### src/rtl/tod_pkg.sv
// Shared constants for the time-of-day counter: field-select codes and the
// alarm state encoding used when TOD_ALARM_EN is defined.
package tod_pkg;

  // Field select codes driven on i_sel
  localparam logic [1:0] SEL_SEC  = 2'd0;
  localparam logic [1:0] SEL_MIN  = 2'd1;
  localparam logic [1:0] SEL_HR   = 2'd2;
  localparam logic [1:0] SEL_NONE = 2'd3;

  // Alarm FSM state type and encodings
  typedef logic [1:0] alarm_state_t;

  localparam alarm_state_t ALM_IDLE  = 2'd0;
  localparam alarm_state_t ALM_RING  = 2'd1;
  localparam alarm_state_t ALM_ACKED = 2'd2;

  // True when the given select code addresses a real field
  function automatic logic sel_is_field(input logic [1:0] sel);
    return sel != SEL_NONE;
  endfunction

endpackage

### src/rtl/tod_counter_mod_counter.sv
// Modulo-(MAX+1) up/down counter used for each time field. o_wrap flags a
// MAX->0 step this cycle and feeds the next field's carry combinationally.
module mod_counter #(
  parameter int unsigned MAX = 59,
  parameter int unsigned W   = 6
) (
  input  logic         i_clk,
  input  logic         i_rst_n,
  input  logic         i_srst,
  input  logic         i_en_up,
  input  logic         i_en_dn,
  output logic [W-1:0] o_value,
  output logic         o_wrap
);

  localparam logic [W-1:0] MaxVal = W'(MAX);

  logic [W-1:0] value_q, value_d;
  logic         step_up, step_dn;

  // Up and down together cancel out
  assign step_up = i_en_up & ~i_en_dn;
  assign step_dn = i_en_dn & ~i_en_up;

  // Next value: clear has priority, then a single wrapping step
  always_comb begin
    value_d = value_q;
    if (i_srst) begin
      value_d = '0;
    end else if (step_up) begin
      value_d = (value_q == MaxVal) ? '0 : value_q + 1'b1;
    end else if (step_dn) begin
      value_d = (value_q == '0) ? MaxVal : value_q - 1'b1;
    end
  end

  // Field register
  always_ff @(posedge i_clk or negedge i_rst_n) begin
    if (!i_rst_n) begin
      value_q <= '0;
    end else begin
      value_q <= value_d;
    end
  end

  // Combinational wrap for carry into the next field
  always_comb begin
    o_wrap = step_up & (value_q == MaxVal);
  end

  assign o_value = value_q;

endmodule

### src/rtl/tod_counter.sv
// Time-of-day counter: hh:mm:ss with a combinational carry chain, set mode
// for per-field adjustment, and registered wrap pulses.
// Optional alarm (hr/min compare, IDLE/RING/ACKED FSM) under TOD_ALARM_EN.
module tod_counter
  import tod_pkg::*;
#(
  parameter int unsigned SEC_MAX = 59,
  parameter int unsigned MIN_MAX = 59,
  parameter int unsigned HR_MAX  = 23,
  parameter int unsigned SEC_W   = 6,
  parameter int unsigned MIN_W   = 6,
  parameter int unsigned HR_W    = 5
) (
  input  logic             i_clk,
  input  logic             i_rst_n,
  input  logic             i_srst,
  input  logic             i_tick,
  input  logic             i_set_en,
  input  logic [1:0]       i_sel,
  input  logic             i_inc,
  input  logic             i_dec,
  input  logic             i_alarm_we,
  input  logic [MIN_W-1:0] i_alarm_min,
  input  logic [HR_W-1:0]  i_alarm_hr,
  input  logic             i_alarm_on,
  input  logic             i_alarm_ack,
  output logic [SEC_W-1:0] o_sec,
  output logic [MIN_W-1:0] o_min,
  output logic [HR_W-1:0]  o_hr,
  output logic             o_min_tick,
  output logic             o_hr_tick,
  output logic             o_day_tick,
  output logic             o_alarm
);

  logic run_tick;
  logic adj_up, adj_dn;
  logic sec_up, sec_dn, min_up, min_dn, hr_up, hr_dn;
  logic sec_wrap, min_wrap, hr_wrap;
  logic sec_carry, min_carry, hr_carry;

  logic min_tick_q, min_tick_d;
  logic hr_tick_q, hr_tick_d;
  logic day_tick_q, day_tick_d;

  // Decode run-mode ticks and set-mode adjust requests
  always_comb begin
    run_tick = ~i_set_en & i_tick;
    adj_up   = i_set_en & i_inc & ~i_dec & sel_is_field(i_sel);
    adj_dn   = i_set_en & i_dec & ~i_inc & sel_is_field(i_sel);
  end

  // Per-field enables; carries only ever originate from a run-mode tick
  always_comb begin
    sec_up    = run_tick | (adj_up & (i_sel == SEL_SEC));
    sec_dn    = adj_dn & (i_sel == SEL_SEC);
    sec_carry = run_tick & sec_wrap;

    min_up    = sec_carry | (adj_up & (i_sel == SEL_MIN));
    min_dn    = adj_dn & (i_sel == SEL_MIN);
    min_carry = sec_carry & min_wrap;

    hr_up     = min_carry | (adj_up & (i_sel == SEL_HR));
    hr_dn     = adj_dn & (i_sel == SEL_HR);
    hr_carry  = min_carry & hr_wrap;
  end

  mod_counter #(
    .MAX (SEC_MAX),
    .W   (SEC_W)
  ) u_sec (
    .i_clk   (i_clk),
    .i_rst_n (i_rst_n),
    .i_srst  (i_srst),
    .i_en_up (sec_up),
    .i_en_dn (sec_dn),
    .o_value (o_sec),
    .o_wrap  (sec_wrap)
  );

  mod_counter #(
    .MAX (MIN_MAX),
    .W   (MIN_W)
  ) u_min (
    .i_clk   (i_clk),
    .i_rst_n (i_rst_n),
    .i_srst  (i_srst),
    .i_en_up (min_up),
    .i_en_dn (min_dn),
    .o_value (o_min),
    .o_wrap  (min_wrap)
  );

  mod_counter #(
    .MAX (HR_MAX),
    .W   (HR_W)
  ) u_hr (
    .i_clk   (i_clk),
    .i_rst_n (i_rst_n),
    .i_srst  (i_srst),
    .i_en_up (hr_up),
    .i_en_dn (hr_dn),
    .o_value (o_hr),
    .o_wrap  (hr_wrap)
  );

  // Wrap pulses follow the carries, suppressed by synchronous clear
  always_comb begin
    min_tick_d = sec_carry & ~i_srst;
    hr_tick_d  = min_carry & ~i_srst;
    day_tick_d = hr_carry & ~i_srst;
  end

  // Wrap pulse registers
  always_ff @(posedge i_clk or negedge i_rst_n) begin
    if (!i_rst_n) begin
      min_tick_q <= 1'b0;
      hr_tick_q  <= 1'b0;
      day_tick_q <= 1'b0;
    end else begin
      min_tick_q <= min_tick_d;
      hr_tick_q  <= hr_tick_d;
      day_tick_q <= day_tick_d;
    end
  end

  assign o_min_tick = min_tick_q;
  assign o_hr_tick  = hr_tick_q;
  assign o_day_tick = day_tick_q;

`ifdef TOD_ALARM_EN
  logic [MIN_W-1:0] alarm_min_q, alarm_min_d;
  logic [HR_W-1:0]  alarm_hr_q, alarm_hr_d;
  alarm_state_t     state_q, state_d;
  logic             hm_match;

  // Alarm time load
  always_comb begin
    alarm_min_d = alarm_min_q;
    alarm_hr_d  = alarm_hr_q;
    if (i_alarm_we) begin
      alarm_min_d = i_alarm_min;
      alarm_hr_d  = i_alarm_hr;
    end
  end

  // Alarm FSM next state; the compare uses the registered time
  always_comb begin
    hm_match = (o_hr == alarm_hr_q) && (o_min == alarm_min_q);
    state_d  = state_q;
    case (state_q)
      ALM_IDLE: begin
        if (i_alarm_on && hm_match && (o_sec == '0)) begin
          state_d = ALM_RING;
        end
      end
      ALM_RING: begin
        if (!i_alarm_on) begin
          state_d = ALM_IDLE;
        end else if (i_alarm_ack) begin
          state_d = ALM_ACKED;
        end
      end
      ALM_ACKED: begin
        // Hold off re-ringing until the matching minute has passed
        if (!hm_match) begin
          state_d = ALM_IDLE;
        end
      end
      default: state_d = ALM_IDLE;
    endcase
  end

  // Alarm registers and FSM state
  always_ff @(posedge i_clk or negedge i_rst_n) begin
    if (!i_rst_n) begin
      alarm_min_q <= '0;
      alarm_hr_q  <= '0;
      state_q     <= ALM_IDLE;
    end else begin
      alarm_min_q <= alarm_min_d;
      alarm_hr_q  <= alarm_hr_d;
      state_q     <= state_d;
    end
  end

  assign o_alarm = (state_q == ALM_RING);
`else
  // Alarm compiled out: inputs are accepted but have no effect
  logic unused_alarm;
  assign unused_alarm = ^{i_alarm_we, i_alarm_min, i_alarm_hr, i_alarm_on, i_alarm_ack};
  assign o_alarm      = 1'b0;
`endif

endmodule

### config.mk
export PLATFORM = sky130hd
export DESIGN_NAME = tod_counter
export DESIGN_NICKNAME = d
export VERILOG_FILES = /design/src/rtl/tod_pkg.sv /design/src/rtl/tod_counter_mod_counter.sv /design/src/rtl/tod_counter.sv
export SDC_FILE = /design/constraint.sdc
export NUM_CORES = 1
export LEC_CHECK = 0
export ABC_AREA = 1
export CAP_MARGIN = 20
export CORE_AREA = 3 3 66 68
export DETAILED_ROUTE_END_ITERATION = 6
export DIE_AREA = 0 0 69 71
export PLACE_DENSITY = 0.79
export SLEW_MARGIN = 20
export SYNTH_ARGS = -nofsm -noshare
export SYNTH_HDL_FRONTEND = slang
export SYNTH_HIERARCHICAL = 1
export SYNTH_SLANG_ARGS = --single-unit
### constraint.sdc
create_clock -name i_clk -period 3 [get_ports i_clk]
set_clock_uncertainty 0.15 [all_clocks]
set_input_delay 0.6 -clock i_clk [delete_from_list [all_inputs] [get_ports i_clk]]
set_output_delay 0.6 -clock i_clk [all_outputs]
set_load 0.01 [all_outputs]
[After elaboration in Yosys (flattened, before gate mapping)]
Index checks and enable logic that the tools add are counted.
Word-level totals
  flip-flop bits (word level): 20
  logic and storage cells: 81
  bits of input ports: 23
Operators by class
  eq/ne operators: 6
  reduce and logical (&&, ||, !) cells: 7
  bitwise operators: 41
  muxes and demuxes: 15
  add/sub/neg operators: 6
Operator list (count)
  6-bit two-way mux: 10
  1-bit bitwise AND: 28
  5-bit two-way mux: 5
  6-bit by 1-bit adder with 6-bit output (second input constant): 2
  6-bit == test (second input constant): 2
  6-bit zero test: 2
  6-bit by 1-bit subtractor with 6-bit output (second input constant): 2
  1-bit NOT: 10
  3-bit nonzero test: 3
  5-bit by 1-bit adder with 5-bit output (second input constant): 1
  5-bit == test (second input constant): 1
  5-bit zero test: 1
  5-bit by 1-bit subtractor with 5-bit output (second input constant): 1
  1-bit bitwise OR: 3
  2-bit by 1-bit == test with 1-bit output (second input constant): 1
  2-bit == test (second input constant): 1
  2-bit zero test: 1
  2-bit inequality test (second input constant): 1

[Longest topological paths before layout]
  depth in word-level cells: 18
  gate-level depth with buffers: 19

[Hierarchy]
The synthesis kept the hierarchy.
By module, submodules not included
  mod_counter (u_min ...): instances 2, sequential area each 150.1 um2, area each 618.1 um2, cells an instance 87
  mod_counter (u_hr): instances 1, sequential area each 125.1 um2, area each 480.5 um2, cells an instance 70
  tod_counter: instances 1, sequential area each 75.1 um2, area each 227.7 um2, cells an instance 33

[Least setup slack after synthesis]
No wires, ideal clock.
  path kind: input-to-reg
  start: input i_sel[0]
  end: register u_hr.value_q[2] (netlist: u_hr/o_value[2])
  setup slack: 0.216 ns
  required time: 2.728 ns
  arrival time: 2.513 ns
  stages: 16
  path through: inv_1 nand4_1 nand2_1 nand2_4 nor3_4 nand3_1 nand2_1 nand2_4 nor3_4 nand4_2 nand2_1 inv_1 nand2_2 nand3_2 nand4_1 o21ai_1
On the way
  cells in the longest elaborated chain, start to end: 15
  elaborated cells on any way between the ends: 30
  those cells by class: 3 x eq/ne; 2 x mux; 23 x bitwise; 2 x reduce/logical
RTL lines
  start, declared: RTL line tod_counter.sv:19  | input logic [1:0] i_sel,
  2-bit inequality test: RTL line tod_pkg.sv:20  | return sel != SEL_NONE;
  1-bit bitwise AND: RTL line tod_counter.sv:49  | adj_up = i_set_en & i_inc & ~i_dec & sel_is_field(i_sel);
  1-bit bitwise AND (*): RTL line tod_counter.sv:55  | sec_up = run_tick | (adj_up & (i_sel == SEL_SEC));
  1-bit bitwise OR (*): RTL line tod_counter.sv:55
  named net sec_up: RTL line tod_counter.sv:38  | logic sec_up, sec_dn, min_up, min_dn, hr_up, hr_dn;
  1-bit bitwise AND (*): RTL line tod_counter_mod_counter.sv:22  | assign step_up = i_en_up & ~i_en_dn;
  1-bit bitwise AND (*): RTL line tod_counter_mod_counter.sv:48  | o_wrap = step_up & (value_q == MaxVal);
  named net sec_wrap: RTL line tod_counter.sv:39  | logic sec_wrap, min_wrap, hr_wrap;
  [2 not listed]
  named net min_up: RTL line tod_counter.sv:38
  [1 not listed]
  1-bit bitwise AND (*): RTL line tod_counter_mod_counter.sv:48
  named net min_wrap: RTL line tod_counter.sv:39
  1-bit bitwise AND (*): RTL line tod_counter.sv:61  | min_carry = sec_carry & min_wrap;
  1-bit bitwise OR (*): RTL line tod_counter.sv:63  | hr_up = min_carry | (adj_up & (i_sel == SEL_HR));
  named net hr_up: RTL line tod_counter.sv:38
  1-bit bitwise AND or 1-bit NOT (tied branches): RTL line tod_counter_mod_counter.sv:22, tod_counter_mod_counter.sv:23
  5-bit two-way mux or 1-bit bitwise AND (tied branches): RTL line tod_counter_mod_counter.sv:30, tod_counter_mod_counter.sv:23
  5-bit two-way mux or 3-bit nonzero test (tied branches)
  end signal, assigned: RTL line tod_counter_mod_counter.sv:42  | value_q <= value_d;
  end, declared: RTL line tod_counter_mod_counter.sv:18  | logic [W-1:0] value_q, value_d;
Mark *: on every way through the listed nets, which the timed path passes. The rest lies on a longest branch.
A chain may end at the register's enable or synchronous reset.

[Final worst setup path]
  start: input i_set_en
  end: register u_hr.value_q[3] (netlist: u_hr/o_value[3])
On the way
  cells in the longest elaborated chain, start to end: 16
  elaborated cells on any way between the ends: 32
  those cells by class: 2 x mux; 29 x bitwise; 1 x reduce/logical
RTL lines
  start, declared: RTL line tod_counter.sv:18  | input logic i_set_en,
  1-bit bitwise AND (3 in a row): RTL line tod_counter.sv:49
  1-bit bitwise AND: RTL line tod_counter.sv:55
  1-bit bitwise OR (*): RTL line tod_counter.sv:55
  named net sec_up: RTL line tod_counter.sv:38
  1-bit bitwise AND (*): RTL line tod_counter_mod_counter.sv:22
  1-bit bitwise AND (*): RTL line tod_counter_mod_counter.sv:48
  named net sec_wrap: RTL line tod_counter.sv:39
  1-bit bitwise AND (*): RTL line tod_counter.sv:57  | sec_carry = run_tick & sec_wrap;
  [1 not listed]
  named net min_up: RTL line tod_counter.sv:38
  [1 not listed]
  1-bit bitwise AND (*): RTL line tod_counter_mod_counter.sv:48
  named net min_wrap: RTL line tod_counter.sv:39
  1-bit bitwise AND (*): RTL line tod_counter.sv:61
  1-bit bitwise OR (*): RTL line tod_counter.sv:63
  named net hr_up: RTL line tod_counter.sv:38
  1-bit bitwise AND or 1-bit NOT (tied branches): RTL line tod_counter_mod_counter.sv:22, tod_counter_mod_counter.sv:23
  5-bit two-way mux or 1-bit bitwise AND (tied branches): RTL line tod_counter_mod_counter.sv:30, tod_counter_mod_counter.sv:23
  5-bit two-way mux or 3-bit nonzero test (tied branches)
Marks and branches as above.

==> flow_metrics.py <==
metrics = {
    "outcome": {
        "status": "complete, no violations",
    },
    "pwr": {
        "cellLeakagePower_nw": 1.20,
        "power.share.clock_pct": 17.3,
        "power.internal_uw": 709,
        "p_comb_share_pct": 46.7,
        "finalPower_mw": 1.24,
        "p_switching_uw": 526,
        "p_per_area_nw_per_um2": 504,
        "ir_worst_vdd_mv": 0.242,
        "p_sw_share_pct": 42.6,
        "seq_power_share_pct": 36.0,
    },
    "floorplanning": {
        "die_y_microns": 71,
        "rows": 23,
        "die_area_sq_um": 4900,
        "die_x_microns": 69,
        "core-area_sq_um": 3910,
        "pin_count": 44,
        "start_util_pct": 49.7,
    },
    "route": {
        "first_pass_iters": 5,
        "drtAntennaViolNets": 0,
        "drc_errors": 0,
        "wl_microns": 4420,
        "wl_per_cell_microns": 11.9,
        "vias_per_cell": 5.26,
        "drt_iter0_drc": 114,
        "vias": 1950,
    },
    "clock_tree": {
        "hold_buffers": 0,
        "root_buffer": "clkbuf_8",
        "clk_latency_ns": 0.26,
        "cts_tree": "yes",
        "cts_buffer_depth": 2,
        "numCtsBuffers": 3,
        "path_clk_slew_ns": 0.08,
        "cts_max_level": 1,
        "post_cts_buffers": 0,
        "cts_sinks": 20,
    },
    "synthesis": {
        "yosysTopAreaCellShare_pct": 25.7,
        "ys_ff_latch": 20,
        "yosysMostFrequentCell": "nand2_1",
        "synth_area_leaders": "dfrtp_1 (26%), nand2_1 (15%), nand3_1 (7.2%), nand3_2 (6.2%), inv_1 (5.8%)",
        "synth.cell_area_sq_um": 1940,
        "syn_area_per_cell_sq_um": 7.02,
        "synth_top_area_cell": "dfrtp_1",
        "synth_nets": 308,
        "ys_seq_area_share_pct": 25.7,
        "yosysWarningCount": 6,
        "synth_edf_count": 0,
        "syn_inst": 277,
        "synthDistinctLibCells": 31,
        "async_flop_share_pct": 100,
        "synthTopCellsByCount": "nand2_1 (76), inv_1 (30), nand3_1 (28)",
        "ys.flop_type": "dfrtp_1",
    },
    "finish": {
        "multi_input_area_sq_um": 1230,
        "drive_above_1_share_pct": 23.1,
        "seqCellArea_sq_um": 500,
        "area_growth_pct": 25.9,
        "nFillCells": 367,
        "antenna_cells": 0,
        "nets": 353,
    },
    "global_route": {
        "antenna_found_initial": 0,
        "grt_max_degree": 21,
        "grt_pass1_vias": 1809,
        "grt_pass1_wl_microns": 7620,
        "grt_overflow_total": 0,
        "track_usage_pct": 18.3,
    },
    "setup_path": {
        "critical_path.top_delay_family": "simple AND/OR/NAND/NOR gates",
        "critPathLaunchType": "input pin",
        "path_max_fanout": 6,
        "reg2reg_from": "u_sec/o_value[0]",
        "critPathMaxStageDelay_ns": 0.49,
        "cp_slowest_cell": "clkdlybuf4s50_1",
        "end_kind": "flip-flop",
        "startpoint": "i_set_en",
        "crit_buf_inv": 3,
        "cp_common_cell": "nand2_2",
        "critPathKind": "input pin to flip-flop",
        "path_cells": "clkdlybuf4s50_1 > nand2_2 > clkinv_2 > nand4_1 > nand2_2 > nand2_4 > nor3_4 > nand3_2 > nand2_2 > nand2_4 > nor3_4 > nand4_2 > nand2_2 > nand2_4 > buf_4 > nand4_1 > nand3_1 > o21ai_1",
        "arrival_ns": 2.90,
        "critPathRequiredTime_ns": 3.04,
    },
    "placed_design": {
        "hpwl_microns": 3300,
        "pre_cts_slack_ns": -0.275,
        "gp_congestion": 0.879,
        "portBuffers": 28,
    },
    "timing": {
        "hold_viol": 0,
        "max_freq_mhz": 350,
        "period_minus_slack_ns": 2.86,
        "slew_violations": 0,
        "hold_slack_ns": 0.493,
        "period_share_pct": 95.3,
        "finalWorstSetupSlack_ns": 0.140,
        "setup_viol": 0,
    },
    "flow_run": {
        "maxCapViolCount": 0,
    },
    "min_path": {
        "min-delay-start": "u_sec/o_value[5]",
        "hold_path.class": "flip-flop to flip-flop",
    },
}
## placed cells by master (no fill, tap or decap), drive strengths merged
master | Yosys | layout
conb | 1 | 1
nor2 | 26 | 26
inv | 37 | 37
nand3b | 4 | 4
nand2 | 85 | 85
buf | 8 | 20
nor3 | 3 | 3
nand3 | 40 | 40
clkbuf | 0 | 4
xor2 | 2 | 2
nand4 | 14 | 14
ha | 8 | 8
xnor2 | 2 | 2
o21ai | 18 | 18
bufinv | 1 | 1
dfrtp | 20 | 20
or2 | 2 | 2
o22ai | 1 | 1
dlymetal6s2s | 0 | 3
a21oi | 4 | 4
clkdlybuf4s50 | 0 | 25
clkinv | 1 | 1
## sequential cells by signal, indices dropped and copies added, names as in the netlist
register and flops:
u_min/o_value 6, o_min_tick 1, o_hr_tick 1, o_day_tick 1
u_hr/o_value 5, u_sec/o_value 6
## power groups by stage
stage / clock network, mW / registers, mW / logic [mW]
floorplan: 0 / 0.395 / 0.469
global placement: 0 / 0.447 / 0.554
detailed placement: 0 / 0.450 / 0.573
CTS: 0.222 / 0.444 / 0.575
global route: 0.231 / 0.458 / 0.650
finish: 0.213 / 0.445 / 0.577
## layout make-up
type / instances / share of cell area [%]
Clock buffer: 4 / 2.25
Multi-Input combinational cell: 210 / 50.2
Timing Repair Buffer: 48 / 17.9
Tap cell: 50 / 2.55
Inverter: 39 / 6.69
Sequential cell: 20 / 20.4
## final timing paths
path,end,slack [ns],depth (start not counted)
min in group asynchronous,u_hr/o_value[0],0.54,2
max reg2reg,u_hr/o_value[3],0.47,14
max in group asynchronous,u_min/o_value[2],1.94,2
min reg2reg,u_sec/o_value[5],0.49,2
min,u_sec/o_value[5],0.49,2
max,u_hr/o_value[3],0.14,18
## cell families after synthesis
logic type                 synth area share (%)
other                                     0.193
xor gates and xnor gates                   1.80
DFF                                        25.7
adders and majority gates                  5.15
buffers and inverters                      12.5
AOI/OAI and AO/OA                          6.50
and+or+nand+nor                            48.1
## layer usage
layer  wire [microns]  track usage [%]  share of wire, %
met5                0                0                 0
met4               34             6.29              0.77
met3              133             2.13               3.0
met2             2220             33.7                50
met1             2030             21.9                46
## worst reg2reg max path: cells and delay by family (launching register included)
family | cells | cell delay (ns)
AO/OA/AOI/OAI | 1 | 0.15
adder cells (fa/ha/maj) | 1 | 0.27
buffers and inverters | 1 | 0.16
flip-flops | 1 | 0.45
AND/OR/NAND/NOR | 11 | 1.28
## metrics by stage
stage,utilization (%),instances,TNS (ns),cell area [sq um]
2_1_floorplan,-,277,0,1940
6_report,62.6,371,0,2450
3_5_place_dp,60.3,367,-1.35,2360
4_1_cts,61.7,371,0,2420
3_3_place_gp,60.3,367,-0.981,2360
5_1_grt,62.6,371,-0.0510,2450
## what timing repair did
item,in CTS,in global routing
gates resized for setup,1,9
setup endpoints to repair,1,6
pin swaps,0,2
No activity file was read; power rests on OpenSTA's default activity.
